$ cat src/rtl/imm_gen_pipe.sv
// Immediate decoder for RV32/RV64 formats feeding a DEPTH-entry output buffer
// with valid/ready on both sides; flush drops everything buffered or arriving.
module imm_gen_pipe #(
   parameter int XLEN  = 32,
   parameter int DEPTH = 2
) (
   input  logic                     clk,
   input  logic                     rst,
   input  logic                     flush,
   input  logic [31:0]              Instr,
   input  logic [2:0]               ImmSrc,
   input  logic                     valid_in,
   output logic                     ready_in,
   output logic [XLEN-1:0]          ImmOp,
   output logic                     ImmErr,
   output logic                     valid_out,
   input  logic                     ready_out,
   output logic [$clog2(DEPTH):0]   count
);

   localparam int PW = $clog2(DEPTH);
   localparam int CW = PW + 1;

   logic [31:0]      imm32;
   logic             imm_err;
   logic [XLEN-1:0]  imm_ext;

   logic [XLEN-1:0]  mem   [DEPTH];
   logic             err_q [DEPTH];
   logic [PW-1:0]    wr_ptr;
   logic [PW-1:0]    rd_ptr;
   logic [CW-1:0]    count_q;
   logic             push;
   logic             pop;

   always_comb begin
      imm32   = '0;
      imm_err = 1'b0;
      case (ImmSrc)
         3'b000: imm32 = {{20{Instr[31]}}, Instr[31:20]};
         3'b001: imm32 = {{20{Instr[31]}}, Instr[31:25], Instr[11:7]};
         3'b010: imm32 = {{19{Instr[31]}}, Instr[31], Instr[7], Instr[30:25], Instr[11:8], 1'b0};
         3'b011: imm32 = {Instr[31:12], 12'b0};
         3'b100: imm32 = {{11{Instr[31]}}, Instr[31], Instr[19:12], Instr[20], Instr[30:21], 1'b0};
         3'b101: imm32 = {27'b0, Instr[19:15]};
         3'b110: imm_err = 1'b1;
         default: imm32 = Instr;
      endcase
   end

   // Every format is already sign-correct at 32 bits, so widening to XLEN just replicates bit 31.
   always_comb begin
      imm_ext       = {XLEN{imm32[31]}};
      imm_ext[31:0] = imm32;
   end

   assign ready_in  = (count_q != CW'(DEPTH));
   assign valid_out = (count_q != '0);
   assign push      = valid_in & ready_in & ~flush;
   assign pop       = valid_out & ready_out & ~flush;
   assign ImmOp     = mem[rd_ptr];
   assign ImmErr    = err_q[rd_ptr];
   assign count     = count_q;

   always_ff @(posedge clk) begin
      if (rst) begin
         for (int i = 0; i < DEPTH; i++) begin
            mem[i]   <= '0;
            err_q[i] <= 1'b0;
         end
         wr_ptr  <= '0;
         rd_ptr  <= '0;
         count_q <= '0;
      end else if (flush) begin
         wr_ptr  <= '0;
         rd_ptr  <= '0;
         count_q <= '0;
      end else begin
         if (push) begin
            mem[wr_ptr]   <= imm_ext;
            err_q[wr_ptr] <= imm_err;
            wr_ptr        <= wr_ptr + PW'(1);
         end
         if (pop) begin
            rd_ptr <= rd_ptr + PW'(1);
         end
         case ({push, pop})
            2'b10:   count_q <= count_q + CW'(1);
            2'b01:   count_q <= count_q - CW'(1);
            default: count_q <= count_q;
         endcase
      end
   end

endmodule

$ cat config.mk
export PLATFORM = sky130hd
export DESIGN_NAME = imm_gen_pipe
export DESIGN_NICKNAME = d
export VERILOG_FILES = /design/src/rtl/imm_gen_pipe.sv
export SDC_FILE = /design/constraint.sdc
export NUM_CORES = 1
export LEC_CHECK = 0
export CAP_MARGIN = 15
export CORE_MARGIN = 10
export CORE_UTILIZATION = 40
export CTS_CLUSTER_SIZE = 10
export DETAILED_ROUTE_END_ITERATION = 8
export GPL_TIMING_DRIVEN = 0
export PLACE_DENSITY_LB_ADDON = 0.05
export SKIP_CTS_REPAIR_TIMING = 1
export SLEW_MARGIN = 20
export SYNTH_ARGS = -nofsm -noshare
export SYNTH_HDL_FRONTEND = slang
export SYNTH_SLANG_ARGS = --single-unit
$ cat constraint.sdc
create_clock -name clk -period 4 [get_ports clk]
set_input_delay 0.6 -clock clk [delete_from_list [all_inputs] [get_ports clk]]
set_output_delay 0.6 -clock clk [all_outputs]
set_load 0.03 [all_outputs]
==> impl_metrics.tcl <==
set metrics [dict create \
    coreArea_um2 8806 \
    clk_pin_slew_ns 0.07 \
    overflow 0 \
    wl_per_cell_um 19.48 \
    synth.top_cell.area_share 0.5401 \
    finalSetupViolations 0 \
    synthArstFlopShare 0 \
    reg2reg_depth 5 \
    setup_tns_ns 0 \
    finalPower_uw 1719 \
    antenna_found_initial 0 \
    via_per_inst 5.394 \
    die_x_um 115.8 \
    drive_gt1_frac 0.1980 \
    yosys-top-cells-count "66 x edfxtp_1, 33 x mux2_2, 29 x a21oi_1, 23 x nor2_1, 16 x nor2b_1" \
    rsz0062_at_grt "false" \
    r2r-end "mem[1][0]$_SDFFCE_PN0P_" \
    insertedDiodeCount 0 \
    slowest_stage "clkdlybuf4s50_1" \
    start_util 0.4167 \
    grtUsageTotal 0.1484 \
    area_delta_synth_final_pct 31.16 \
    peakVddDrop_mv 0.1680 \
    antenna_left 0 \
    stdcell_area_um2 4813 \
    portBuffers 75 \
    cpPeakStageDelay_ns 0.60 \
    gp_congestion 0.8364 \
    p_leak_uw 0.001699 \
    regArea_um2 2082 \
    rows 34 \
    insertion_delay_ns 0.35 \
    multi_input_area_um2 1425 \
    numCtsBuffers 9 \
    holdWs_ns 0.5131 \
    routed_wl_mm 9.876 \
    grt_pass1_vias 2912 \
    critPathArrivalTime_ns 2.58 \
    synth.avg_cell_area_um2 11.99 \
    grt_start_max_net_pins 21 \
    path_class "flop to output port" \
    worstHoldStart "rd_ptr$_SDFFE_PP0P_" \
    hp-class "flop to flop" \
    final_nets 435 \
    synth_area_leader_cell "edfxtp_1" \
    fmax_mhz 314.1 \
    placed_area_um2 4624 \
    status "complete, no violations" \
    grt_pass1_wl_mm 15.26 \
    min_period_over_period 0.7959 \
    pin_count 77 \
    synthTopCellsByArea "edfxtp_1 54%, mux2_2 10%, a21oi_1 4.0%" \
    num-fill-cells 779 \
    drt_iter0_markers 176 \
    synth.yosys.warnings 0 \
    seq_area_frac_synth 0.5673 \
    hold_viol 0 \
    startpoint_type "flop" \
    ys_types 45 \
    route.vias.total 2735 \
    dp.final_hpwl_mm 7.147 \
    die_y_um 115.8 \
    worstPathMaxFanout 10 \
    synth-seq-cells 71 \
    skew_ns 0.01096 \
    max_slew.worst_pin.slew_ns 0.6247 \
    cp.required_ns 3.40 \
    reg2reg_from "count[0]$_SDFFE_PP0P_" \
    synth_ff_type "edfxtp_1" \
    die_area_um2 13410 \
    preCtsSetupSlack_ns 1.167 \
    dr.pass1.iters 4 \
    setup_ws_ns 0.8166 \
    synthCells 306 \
    synth_edf_count 66 \
    cap_violations 0 \
    power_density_nw_per_um2 357.1 \
    syn_nets 347 \
    cts_root_buf "clkbuf_8" \
    numClockSinks 71 \
    fin_crit_ns 3.183 \
    cts_max_level 3 \
    drc_errors 0 \
    crit_chain "clkbuf_1, clkbuf_1, mux2_2, clkdlybuf4s50_1" \
    critPathMostFrequentCell "clkbuf_1" \
    clock_path_buffers 2 \
    maxSlewHeadroom 0.5836 \
    maxSlewViolCount 0 \
    yosysMostFrequentCell "edfxtp_1" \
    holdPathStages 2 \
    r2r_setup_slack_ns 1.98 \
    syn-cell-area_um2 3670 \
    cts_tree "yes" \
    end_kind "output port" \
]
## through the flow
stage                     cells  utilization
final                       507       0.5466
after global routing        507       0.5466
after CTS                   507       0.5466
after detailed placement    491       0.5251
after global placement      489       0.5173
after floorplan             306            -
## per-layer routing
metal  global-route usage  vias up  routed length [um]
li1                     -     1304                   -
met5                    0        -                   0
met4              0.06922        0                 148
met2               0.2230      104                4492
met3              0.04755       10                 864
met1               0.1904     1317                4370
## how the worst max path moves through the flow
stage / start / cells after the start / end / slack [ns]
final: flop / 4 / ImmOp[19] / 0.82
after floorplan: count[0]$_SDFFE_PP0P_ / 3 / err_q[0]$_SDFFCE_PN0P_ / 0.93
after global routing: flop / 4 / ImmOp[19] / 0.63
after detailed placement: flop / 4 / ImmOp[19] / 1.17
after CTS: flop / 4 / ImmOp[19] / 0.77
after global placement: valid_in / 4 / mem[0][7]$_SDFFCE_PN0P_ / -0.66
## logic make-up (layout without fill, tap and decap cells)
| logic type | after synthesis | after routing | share of synthesized area |
|---|---|---|---|
| AO/OA/AOI/OAI | 70 | 70 | 0.1289 |
| XOR/XNOR | 4 | 4 | 0.009548 |
| adder cells (fa/ha/maj) | 2 | 2 | 0.006137 |
| buffers and inverters | 36 | 129 | 0.04807 |
| flip-flops | 71 | 71 | 0.5673 |
| multiplexers | 34 | 34 | 0.1040 |
| AND/OR/NAND/NOR | 89 | 89 | 0.1360 |
## registers in the layout (all words and copies together), names as in the netlist, named ones only
signal / cells
count: 2
mem: 64
rd_ptr: 1
wr_ptr: 1
err_q: 2
## final cells by class
cell class                      count  area share
Sequential cell                    71      0.4325
Multi-Input combinational cell    199      0.2961
Timing Repair Buffer               77      0.1674
Buffer                             27     0.02963
Tap cell                          108     0.02807
Clock buffer                       10     0.02651
Clock inverter                      6     0.01274
Inverter                            9    0.007018
## where the power goes
part           switching [uW]  internal, uW
clock                     273           285
combinational             167           138
sequential               9.15           847
total                     449          1270
## layout by cell type, fill, tap and decap left out, types with 3 or more instances in the layout
cell,synthesis,routed
xor2_1,3,3
clkdlybuf4s50_1,0,75
o21ai_0,3,3
nor2b_1,16,16
inv_1,9,9
o21bai_1,5,4
buf_6,4,4
nand2_1,11,11
a22oi_1,8,8
nand3_1,4,4
nor3_1,8,8
clkbuf_8,0,9
edfxtp_1,66,66
or3_1,3,3
a21oi_2,11,11
dfxtp_1,5,5
and3_1,5,5
a211oi_1,4,4
buf_2,8,8
a21oi_1,29,29
clkbuf_1,13,14
nor2_1,23,23
or4bb_1,3,3
mux2_2,33,33
a2bb2oi_1,6,6
## worst max-delay path: cells and delay by family, from the launching register on
kind	cells	cell delay (ns)
multiplexers	1	0.42
flip-flops	1	0.31
buffers and inverters	3	1.51
(Power assumes the default switching activity.)
